`src/rtl/bcd_disp_pkg.sv`:
```
// Shared types, 7-segment glyphs and helpers for the BCD display driver.
// Glyphs are active-high, bit order {g,f,e,d,c,b,a}.
package bcd_disp_pkg;

    typedef enum logic [1:0] {
        IDLE,
        SHIFT,
        DONE
    } state_t;

    localparam logic [6:0] SEG_0    = 7'h3F;
    localparam logic [6:0] SEG_1    = 7'h06;
    localparam logic [6:0] SEG_2    = 7'h5B;
    localparam logic [6:0] SEG_3    = 7'h4F;
    localparam logic [6:0] SEG_4    = 7'h66;
    localparam logic [6:0] SEG_5    = 7'h6D;
    localparam logic [6:0] SEG_6    = 7'h7D;
    localparam logic [6:0] SEG_7    = 7'h07;
    localparam logic [6:0] SEG_8    = 7'h7F;
    localparam logic [6:0] SEG_9    = 7'h6F;
    localparam logic [6:0] SEG_DASH = 7'h40;
    localparam logic [6:0] SEG_OFF  = 7'h00;

    function automatic logic [63:0] pow10(input int n);
        logic [63:0] r;
        r = 64'd1;
        for (int i = 0; i < n; i++) begin
            r = r * 64'd10;
        end
        return r;
    endfunction

endpackage

```
`src/rtl/bcd_ndigit_seq_if.sv`:
```
// Handshake and display bundle between the converter and its user.
// master drives the binary value, slave returns the decoded result.
interface bcd_ndigit_seq_if #(
    parameter int N_IN  = 10,
    parameter int N_DIG = 4
);
    logic                 in_valid;
    logic [N_IN-1:0]      bin_in;
    logic                 in_ready;
    logic                 out_valid;
    logic                 overflow;
    logic [4*N_DIG-1:0]   bcd_out;
    logic [7*N_DIG-1:0]   seg_out;

    modport master (
        output in_valid,
        output bin_in,
        input  in_ready,
        input  out_valid,
        input  overflow,
        input  bcd_out,
        input  seg_out
    );

    modport slave (
        input  in_valid,
        input  bin_in,
        output in_ready,
        output out_valid,
        output overflow,
        output bcd_out,
        output seg_out
    );

endinterface

```
`src/rtl/seg7_digit_dec.sv`:
```
// One digit of 7-segment decode: nibble + blank + overflow to a pattern.
// Overflow wins over blanking; nibbles above 9 render as a dash.
module seg7_digit_dec
    import bcd_disp_pkg::*;
#(
    parameter bit SEG_ACT_LOW = 1'b1
) (
    input  logic [3:0] nib,
    input  logic       blank,
    input  logic       ovf,
    output logic [6:0] seg
);

    logic [6:0] glyph;
    logic [6:0] raw;

    always_comb begin
        glyph = SEG_DASH;
        case (nib)
            4'd0:    glyph = SEG_0;
            4'd1:    glyph = SEG_1;
            4'd2:    glyph = SEG_2;
            4'd3:    glyph = SEG_3;
            4'd4:    glyph = SEG_4;
            4'd5:    glyph = SEG_5;
            4'd6:    glyph = SEG_6;
            4'd7:    glyph = SEG_7;
            4'd8:    glyph = SEG_8;
            4'd9:    glyph = SEG_9;
            default: glyph = SEG_DASH;
        endcase
    end

    always_comb begin
        raw = glyph;
        unique case (1'b1)
            ovf:            raw = SEG_DASH;
            (blank & ~ovf): raw = SEG_OFF;
            default:        raw = glyph;
        endcase
        seg = SEG_ACT_LOW ? ~raw : raw;
    end

endmodule

```
`src/rtl/bcd_ndigit_seq.sv`:
```
// Sequential N-digit binary-to-BCD converter (double-dabble, one bit
// per clock) with registered BCD and 7-segment outputs.
module bcd_ndigit_seq
    import bcd_disp_pkg::*;
#(
    parameter int N_IN        = 10,
    parameter int N_DIG       = 4,
    parameter bit LZ_BLANK    = 1'b1,
    parameter bit SEG_ACT_LOW = 1'b1
) (
    input logic          clk,
    input logic          rst,
    bcd_ndigit_seq_if.slave io
);

    localparam int W  = 4 * N_DIG;
    localparam int SW = W + N_IN;
    localparam int CW = (N_IN > 1) ? $clog2(N_IN) : 1;
    localparam logic [CW-1:0] LAST    = CW'(N_IN - 1);
    localparam logic [63:0]   LIMIT   = pow10(N_DIG) - 64'd1;
    localparam logic [6:0]    OFF_PAT = SEG_ACT_LOW ? 7'h7F : 7'h00;

    state_t              state_q;
    state_t              state_d;
    logic [CW-1:0]       cnt_q;
    logic [SW-1:0]       sr_q;
    logic                ovf_q;
    logic [W-1:0]        bcd_q;
    logic [7*N_DIG-1:0]  seg_q;
    logic                ovf_out_q;

    logic [W-1:0]        bcd_adj;
    logic [SW-1:0]       sr_shl;
    logic [W-1:0]        bcd_fin;
    logic [N_DIG-1:0]    blank;
    logic [7*N_DIG-1:0]  seg_d;
    logic                nz;

    always_comb begin
        state_d = state_q;
        unique case (state_q)
            IDLE:    if (io.in_valid) state_d = SHIFT;
            SHIFT:   if (cnt_q == LAST) state_d = DONE;
            DONE:    state_d = IDLE;
            default: state_d = IDLE;
        endcase
    end

    always_ff @(posedge clk) begin
        if (!rst) begin
            state_q <= IDLE;
        end else begin
            state_q <= state_d;
        end
    end

    // Add-3 correction on every nibble, then shift {bcd,bin} left by one.
    always_comb begin
        bcd_adj = sr_q[SW-1:N_IN];
        for (int k = 0; k < N_DIG; k++) begin
            if (sr_q[N_IN+4*k +: 4] >= 4'd5) begin
                bcd_adj[4*k +: 4] = sr_q[N_IN+4*k +: 4] + 4'd3;
            end
        end
        sr_shl = {bcd_adj, sr_q[N_IN-1:0]} << 1;
    end

    assign bcd_fin = sr_shl[SW-1:N_IN];

    // A digit above the units is blank while it and every higher digit are 0.
    always_comb begin
        nz    = 1'b0;
        blank = '0;
        for (int k = N_DIG - 1; k >= 0; k--) begin
            nz       = nz | (bcd_fin[4*k +: 4] != 4'd0);
            blank[k] = LZ_BLANK && (k != 0) && !nz && !ovf_q;
        end
    end

    for (genvar g = 0; g < N_DIG; g++) begin : g_dec
        seg7_digit_dec #(
            .SEG_ACT_LOW(SEG_ACT_LOW)
        ) u_dec (
            .nib  (bcd_fin[4*g +: 4]),
            .blank(blank[g]),
            .ovf  (ovf_q),
            .seg  (seg_d[7*g +: 7])
        );
    end

    // Output registers load on the final shift so they are valid in DONE.
    always_ff @(posedge clk) begin
        if (!rst) begin
            cnt_q     <= '0;
            sr_q      <= '0;
            ovf_q     <= 1'b0;
            bcd_q     <= '0;
            seg_q     <= {N_DIG{OFF_PAT}};
            ovf_out_q <= 1'b0;
        end else begin
            case (state_q)
                IDLE: begin
                    if (io.in_valid) begin
                        sr_q  <= {{W{1'b0}}, io.bin_in};
                        cnt_q <= '0;
                        ovf_q <= 64'(io.bin_in) > LIMIT;
                    end
                end
                SHIFT: begin
                    sr_q  <= sr_shl;
                    cnt_q <= cnt_q + CW'(1);
                    if (cnt_q == LAST) begin
                        bcd_q     <= ovf_q ? {W{1'b1}} : bcd_fin;
                        seg_q     <= seg_d;
                        ovf_out_q <= ovf_q;
                    end
                end
                default: begin
                end
            endcase
        end
    end

    assign io.in_ready  = (state_q == IDLE);
    assign io.out_valid = (state_q == DONE);
    assign io.overflow  = ovf_out_q;
    assign io.bcd_out   = bcd_q;
    assign io.seg_out   = seg_q;

endmodule
```
`src/flat_wrapper.sv`:
```
// flat-port wrapper written by rule: the top's interface ports become plain ports
module bcd_ndigit_seq_flat import bcd_disp_pkg::*;
#(
    parameter int N_IN        = 10,
    parameter int N_DIG       = 4,
    parameter bit LZ_BLANK    = 1'b1,
    parameter bit SEG_ACT_LOW = 1'b1
)
  (clk, rst, io_in_valid, io_bin_in, io_in_ready, io_out_valid, io_overflow, io_bcd_out, io_seg_out);
  bcd_ndigit_seq_if #(.N_IN(N_IN), .N_DIG(N_DIG)) io_i ();
  input logic clk;
  input logic rst;
  input wire logic [$bits(io_i.in_valid)-1:0] io_in_valid;
  input wire logic [$bits(io_i.bin_in)-1:0] io_bin_in;
  output wire logic [$bits(io_i.in_ready)-1:0] io_in_ready;
  output wire logic [$bits(io_i.out_valid)-1:0] io_out_valid;
  output wire logic [$bits(io_i.overflow)-1:0] io_overflow;
  output wire logic [$bits(io_i.bcd_out)-1:0] io_bcd_out;
  output wire logic [$bits(io_i.seg_out)-1:0] io_seg_out;
  assign io_i.in_valid = io_in_valid;
  assign io_i.bin_in = io_bin_in;
  assign io_in_ready = io_i.in_ready;
  assign io_out_valid = io_i.out_valid;
  assign io_overflow = io_i.overflow;
  assign io_bcd_out = io_i.bcd_out;
  assign io_seg_out = io_i.seg_out;
  bcd_ndigit_seq #(.N_IN(N_IN), .N_DIG(N_DIG), .LZ_BLANK(LZ_BLANK), .SEG_ACT_LOW(SEG_ACT_LOW)) u_core (.clk(clk), .rst(rst), .io(io_i));
endmodule
```
`config.mk`:
```
export PLATFORM = sky130hd
export DESIGN_NAME = bcd_ndigit_seq_flat
export DESIGN_NICKNAME = d
export VERILOG_FILES = /design/src/rtl/bcd_disp_pkg.sv /design/src/rtl/bcd_ndigit_seq_if.sv /design/src/rtl/seg7_digit_dec.sv /design/src/rtl/bcd_ndigit_seq.sv /design/src/flat_wrapper.sv
export SDC_FILE = /design/constraint.sdc
export NUM_CORES = 1
export LEC_CHECK = 0
export CORE_ASPECT_RATIO = 0.9
export CORE_UTILIZATION = 60
export CTS_BUF_LIST = sky130_fd_sc_hd__clkbuf_4
export DETAILED_ROUTE_END_ITERATION = 16
export PLACE_DENSITY = 0.92
export SLEW_MARGIN = 20
export SYNTH_ARGS = -nofsm -noshare
export SYNTH_HDL_FRONTEND = slang
export SYNTH_SLANG_ARGS = --single-unit
```
`constraint.sdc`:
```
create_clock -name clk -period 6.8 [get_ports clk]
set_input_delay 1.7 -clock clk [delete_from_list [all_inputs] [get_ports clk]]
set_output_delay 1.7 -clock clk [all_outputs]
set_load 0.02 [all_outputs]
```
Word level (Yosys, flattened, before mapping):

Memories as Yosys holds them, arrays and structs flattened.
Index checks and enable logic that the tools add are counted.

* reductions and logical operators: 8
* bitwise operators: 6
* eq/ne operators: 5
* mux-type cells: 14
* $add $sub $neg: 5
* magnitude comparators: 4

Operators by type and width (number)
* $pmux W26 S2: 1
* $not A7 Y7: 4
* $mux W26: 1
* $mux W7: 3
* $ge A4 B3 Y1 const B: 4
* $mux W4: 4
* $add A4 B2 Y4 const B: 3
* $reduce_bool A4 Y1: 3
* $pmux W4 S2: 1
* $reduce_and A2 Y1: 3
* $add A4 B1 Y4 const B: 1
* $eq A4 B4 Y1 const B: 1
* $mux W2: 2
* $pmux W2 S2: 1
* $add A3 B2 Y3 const B: 1
* $mux W3: 1
* $eq A2 B1 Y1 const B: 1
* $eq A2 B2 Y1 const B: 1
* $logic_not A2 Y1: 1
* $ne A2 B1 Y1 const B: 1
* $ne A2 B2 Y1 const B: 1
* $or A1 B1 Y1: 2
* $reduce_bool A2 Y1: 1

* flip-flop bits (word level): 76
* memories: 4
* output and inout bits: 47
* bits in read-only memories: 448
* word-level logic and storage cells: 51
* input port bits: 13

Memory list
* (name not given): depth 16, bits a word 7, rd ports 1, clocked after Yosys merged registers in 0, write ports 0, line seg7_digit_dec.sv:19 `case (nib)`
* (name not given): depth 16, bits a word 7, rd ports 1, clocked after Yosys merged registers in 0, write ports 0, line seg7_digit_dec.sv:19
* (name not given): depth 16, bits a word 7, rd ports 1, clocked after Yosys merged registers in 0, write ports 0, line seg7_digit_dec.sv:19
* (name not given): depth 16, bits a word 7, rd ports 1, clocked after Yosys merged registers in 0, write ports 0, line seg7_digit_dec.sv:19

Logic depth before layout (Yosys ltp):

Gate-level depths: netlist (run 1).

* depth in word-level cells: 7
* mapped depth: 12
* depth with buffers taken out: 11

Modules after synthesis:

A second synthesis (run 1) with hierarchy kept.

* cell total of the unflattened synthesis: 528
* area total of the unflattened synthesis: 4093.9 µm²

Modules (own cells, without submodules)
* bcd_ndigit_seq: cells an instance 428, instances 1, area each 3293.2 µm²
* seg7_digit_dec: cells an instance 25, instances 4, area each 200.2 µm²

Worst setup path after synthesis (run 1):

No wires, ideal clock.

* kind: in2reg
* start: input port io_in_valid
* end: register u_core.sr_q[15]
* data required time: 6.661 ns
* buffers on the path: 1
* library setup time: 0.139 ns
* path slack: 4.029 ns
* cell stages on the path: 6
* data arrival time: 2.632 ns
* path through: nor2_1 nor2_1 nor2_1 clkbuf_1 nand2_1 o21ai_0

* cells in the longest elaborated chain, start to end: 2

RTL lines
* start, declared: line flat_wrapper.sv:13 `input wire logic [$bits(io_i.in_valid)-1:0] io_in_valid;`
* $ne A2 B2 Y1 (no source line)
* $reduce_and A2 Y1 (no source line)
* end signal, assigned: line bcd_ndigit_seq.sv:104 `sr_q <= {{W{1'b0}}, io.bin_in};`
* end signal, assigned: line bcd_ndigit_seq.sv:110 `sr_q <= sr_shl;`
* end, declared: line bcd_ndigit_seq.sv:26 `logic [SW-1:0] sr_q;`

No other way between the ends.
A chain may end at the register's enable or synchronous reset.

Worst setup path after layout (run 1):

* start: register u_core.state_q[1]
* end: output port io_out_valid

* cells in the longest elaborated chain, start to end: 1

RTL lines
* start, declared: line bcd_ndigit_seq.sv:23 `state_t state_q;`
* start signal, assigned: line bcd_ndigit_seq.sv:53 `state_q <= state_d;`
* $eq A2 B2 Y1: line bcd_ndigit_seq.sv:125 `assign io.out_valid = (state_q == DONE);`
* end, declared: line flat_wrapper.sv:16 `output wire logic [$bits(io_i.out_valid)-1:0] io_out_valid;`

No other way between the ends.

==> results of run 1 <==
## through the flow
step	util [%]	hold slack [ps]	instances
2_1_floorplan	-	453	486
3_3_place_gp	71.2	445	609
3_5_place_dp	71.2	449	609
4_1_cts	74.0	467	624
5_1_grt	74.1	500	624
6_report	74.1	465	624
## tightest hold or removal path, delay by kind of cell, from the launching register on
family / cells / cell delay, ps
flip-flops: 1 / 330
AND/OR/NAND/NOR: 1 / 50
AO/OA/AOI/OAI: 1 / 50
## cells in the final DEF (no fill, tap or decap), drive strengths merged, types with 4 or more instances in the layout
cell type,count
dfxtp,76
nand2,63
clkdlybuf4s50,58
nor2,45
o21ai,37
a21oi,33
ha,30
inv,24
nor3,11
a311oi,11
a211oi,11
clkbuf,9
nor2b,8
and2,8
nand3,8
a221o,8
o211ai,7
nand2b,6
nor3b,4
a22o,4
xnor2,4
mux2i,4
o21a,4
## logic make-up after synthesis
logic type | after synthesis | synth area share, %
and+or+nand+nor | 167 | 19.0
AOI/OAI and AO/OA | 149 | 26.5
DFF | 76 | 37.1
buffers and inverters | 52 | 5.22
adders and majority gates | 30 | 9.15
muxes | 7 | 1.89
xor gates and xnor gates | 4 | 1.04
other | 1 | 0.0915
## routing by layer
metal / share of wire, % / vias to the layer above / global-route usage (%)
li1: - / 1823 / -
met1: 43 / 1803 / 38.4
met2: 49 / 166 / 50.8
met3: 6.3 / 23 / 6.27
met4: 1.9 / 0 / 9.52
met5: 0 / - / 0
## power by group
part	total, mW	switching, mW	internal (mW)
registers	0.457	0.00579	0.451
logic	0.0428	0.0261	0.0167
clock network	0.351	0.166	0.185
total	0.851	0.198	0.653
## cell type report
class,instances,area [um2],area share [%]
clock buffers,9,67.6,1.38
repair buffers,61,603,12.4
well taps,90,113,2.31
multi-input cells,358,2370,48.6
inverters,24,90.1,1.85
clock inverters,6,114,2.33
flip-flops and latches,76,1520,31.2
## worst paths after layout
path	start	end	slack [ps]	depth (start not counted)
max reg2reg	u_core.sr_q[14]	u_core.io.seg_out[12]	3720	9
min	u_core.io.bcd_out[13]	u_core.io.bcd_out[13]	460	2
max	u_core.state_q[1]	io_out_valid	3310	2
min reg2reg	u_core.io.bcd_out[13]	u_core.io.bcd_out[13]	460	2
## cells in the mapped netlist (all sizes together) (4+ instances only)
cell / number
nor3: 11
clkbuf: 18
mux2i: 4
a311oi: 11
o211ai: 7
nor3b: 4
nor2: 45
a211oi: 11
inv: 24
o21ai: 37
nand2b: 6
nor2b: 8
o21a: 4
nand3: 8
a221o: 8
a21oi: 33
and2: 8
buf: 10
dfxtp: 76
xnor2: 4
a22o: 4
ha: 30
nand2: 63
## state kept, by name, indices dropped and copies added, names as in the netlist
name               cells
u_core.sr_q           26
u_core.io.seg_out     28
u_core.state_q         2
u_core.io.bcd_out     16
u_core.cnt_q           4
==> run summary, run 1 <==
Outcome -> finished clean
DP Area -> 4690 um2
CTS tree -> yes
PortBufs -> 58
Ant diodes -> 0
Ys flop type -> dfxtp_1
Number of global-route vias before repair -> 3573
CTS max path bufs -> 2
Fin nets -> 573
Async SR Flop Fraction -> 0%
# H-tree levels -> 3
Largest net degree at the start of global routing -> 39
RSZ-0062 raised after global routing -> no
Synth-to-layout area growth -> 19.0%
Max incr delay on CP -> 610 ps
Routed WL -> 10200 um
Cts repair resizes -> 0
Final instance area -> 4880 um2
Syn_nets -> 529
Die Wd -> 89.1 um
# rows -> 28
IO Pins -> 60
CP bufs+invs -> 1
Core ar. -> 6590 um2
Total gr overflow -> 0
CP startpoint kind -> register
Critical-path cell list -> nor2b_1 -> clkdlybuf4s50_1
Via count -> 3815
Clock transition at path regs -> 130 ps
Hold Crit Class -> register to register
Worst Skew -> 9.64 ps
Synth Instances -> 486
Pre-CTS WS -> 2790 ps
Highest clock rate -> 286 MHz
Initial core utilization -> 62.3%
Critical path data required time -> 5100 ps
Routed vias/inst -> 6.11
Setup Fix Bufs, Post-CTS -> 0
First-pass GRT wire length -> 16800 um
CP max stage cell -> clkdlybuf4s50_1
Die area -> 7170 um2
Mapped Area -> 4100 um2
Max-slew violations -> 0
Synthesis Warnings -> 0
Worst Path Arrival -> 1790 ps
Final setup fails -> 0
Post-synth EDFFs -> 0
Setup TNS Final -> 0 ps
Total CTS buffers -> 9
Static leakage -> 1.87 nW
#FFs+latches synth -> 76
Cell type with the largest total area after synthesis -> dfxtp_1
Synth top area share -> 37.1%
Initial antenna violation count -> 0
Final min period -> 3490 ps
Later-pin clock latency in the skew report -> 420 ps
Max-Cap Viols -> 0
Actual slew at the worst max-slew pin -> 806 ps
WL per Instance -> 16.4 um
Routed Antenna Nets -> 0
Register area share after synthesis -> 37.1%
CP Class -> register to output port
Crit share post-route -> 51.4%
Total GRT Usage -> 30.2%
Dpl hpwl -> 7020 um
Share of layout cells above drive strength 1 -> 6.93%
Die height -> 80.4 um
Residual DRC -> 0
Top cells by area, synth -> dfxtp_1, ha_1, nand2_1
Power per standard cell area -> 174 nW/um2
Peak VDD IR -> 128 uV
Gpl congestion -> 0.897
Power, Total -> 0.851 mW
Synth unique cells -> 69
Crit path max-delay family -> buffers and inverters
Fin. Hold Viols -> 0
Fillers -> 501
Max_slew headroom -> 46.2%
CTS sink cnt -> 76
Crit path max fanout -> 10
Final WS setup -> 3310 ps
Initial drt markers -> 415
Drt pass-1 iters -> 5
Syn_area_per_cell -> 8.44 um2
CTS root buf -> clkbuf_4
Hold-fix buffers, CTS -> 0
CP Capture Type -> output port
No activity file was read; power rests on OpenSTA's default activity.
==> run 2, diff against run 1 <==
Settings changed: CORE_UTILIZATION 60 to 51, PLACE_DENSITY 0.92 to 0.84.
Clock period 6.8 ns to 3 ns, I/O delays scaled along.
==> run summary, run 2 (same netlist as run 1, synthesis figures left out) <==
Drt pass-1 iters -> 5
Max incr delay on CP -> 420 ps
Setup Fix Bufs, Post-CTS -> 0
Crit path max-delay family -> compound AO/OA/AOI/OAI gates
Die area -> 8400 um2
CTS tree -> yes
Largest net degree at the start of global routing -> 39
Routed vias/inst -> 5.88
Initial drt markers -> 157
Pre-CTS WS -> 181 ps
Later-pin clock latency in the skew report -> 430 ps
Final instance area -> 4950 um2
# rows -> 30
Routed Antenna Nets -> 0
Clock transition at path regs -> 130 ps
Power per standard cell area -> 372 nW/um2
Dpl hpwl -> 7220 um
Critical-path cell list -> inv_1 -> ha_1 -> nor2b_1 -> nor3_1 -> a21oi_1 -> inv_1 -> ha_1 -> nor2b_1 -> o21ai_0 -> o2111ai_1 -> a221o_1
Critical path data required time -> 3320 ps
Crit path max fanout -> 6
Outcome -> finished clean
Final setup fails -> 0
Commonest non-fill, non-tap cell in the layout -> dfxtp_1
Crit share post-route -> 94.1%
Max_slew headroom -> 54.1%
Number of global-route vias before repair -> 3609
Commonest cells after routing, fill and taps aside -> dfxtp_1, nand2_1, clkdlybuf4s50_1
First-pass GRT wire length -> 16800 um
Total GRT Usage -> 25.8%
Worst Path Arrival -> 3150 ps
CTS max path bufs -> 2
CTS root buf -> clkbuf_4
CP bufs+invs -> 2
Die Wd -> 96.5 um
Peak VDD IR -> 272 uV
Final min period -> 2820 ps
Ant diodes -> 0
IO Pins -> 60
Max-Cap Viols -> 0
Share of layout cells above drive strength 1 -> 9.01%
Via count -> 3761
Number of flip-flops under the largest register name -> 28
CP startpoint kind -> register
Gpl congestion -> 0.899
PortBufs -> 58
CP Class -> register to register
Die height -> 87.1 um
WL per Instance -> 15.9 um
Routed WL -> 10200 um
CP Capture Type -> register
Hold-fix buffers, CTS -> 0
Residual DRC -> 0
Fin nets -> 582
Hold Crit Class -> register to register
Highest clock rate -> 354 MHz
Total gr overflow -> 0
Core ar. -> 7660 um2
Synth-to-layout area growth -> 20.7%
CP max stage cell -> a21oi_1
Total CTS buffers -> 9
DP Area -> 4770 um2
CTS sink cnt -> 76
End-of-flow core utilization -> 64.6%
Setup TNS Final -> 0 ps
Fin. Hold Viols -> 0
Initial antenna violation count -> 0
# H-tree levels -> 3
Max-slew violations -> 0
Worst Skew -> 17.5 ps
Final WS setup -> 178 ps
Actual slew at the worst max-slew pin -> 688 ps
Static leakage -> 1.91 nW
Initial core utilization -> 53.5%
[run 2: changes by cell type in the layout (fill, tap and decap cells not counted), sizes merged]
cell      delta
bufinv       -1
buf          +9
clkinvlp     +1
clkinv       +1
[run 2: repair_timing]
| action | CTS | global route |
|---|---|---|
| endpoints found under the hold margin | 0 | 0 |
| gates resized for setup | 0 | 4 |
| endpoints found under the setup margin | 0 | 11 |
[run 2: cell type report]
cell class                      instances  area [um2]
Timing Repair Buffer                   70         671
Clock buffer                            9        67.6
Fill cell                             674        2710
Tap cell                               96         120
Multi-Input combinational cell        358        2390
Sequential cell                        76        1520
Inverter                               24        90.1
Clock inverter                          7        91.3
[run 2: per-stage QoR]
stage,instances,hold slack [ps],power (mW)
final,640,461,1.84
after global routing,640,497,1.91
after CTS,640,464,1.85
after detailed placement,624,447,1.16
after global placement,624,442,1.15
after floorplan,486,453,1.12
[run 2: final timing paths]
kind | cells past startpoint | start | endpoint | slack, ps
worst max-delay path | 11 | u_core.sr_q[10] | u_core.io.seg_out[10] | 180
worst min-delay path | 2 | u_core.io.bcd_out[10] | u_core.io.bcd_out[10] | 460
worst max register to register | 11 | u_core.sr_q[10] | u_core.io.seg_out[10] | 180
worst min register to register | 2 | u_core.io.bcd_out[10] | u_core.io.bcd_out[10] | 460
[run 2: worst min-delay path, cell delays in order, from the launching register on]
cell and delay (ps):
dfxtp_1 330, nand2_1 50, a21oi_1 50
[run 2: per-layer routing]
metal / global-route usage (%) / share of wire (%) / up-vias / wire (um)
met2: 44.9 / 50 / 103 / 5090
met5: 0 / 0 / - / 0
met3: 5.41 / 4.2 / 13 / 427
met4: 7.09 / 1.2 / 0 / 127
met1: 31.9 / 45 / 1805 / 4570
li1: - / - / 1840 / -
[run 2: power breakdown]
group | internal [mW] | switching, mW | leakage (nW)
sequential | 1.02 | 0.0124 | 0.617
clock | 0.333 | 0.372 | 0.0756
combinational | 0.0407 | 0.0614 | 1.22
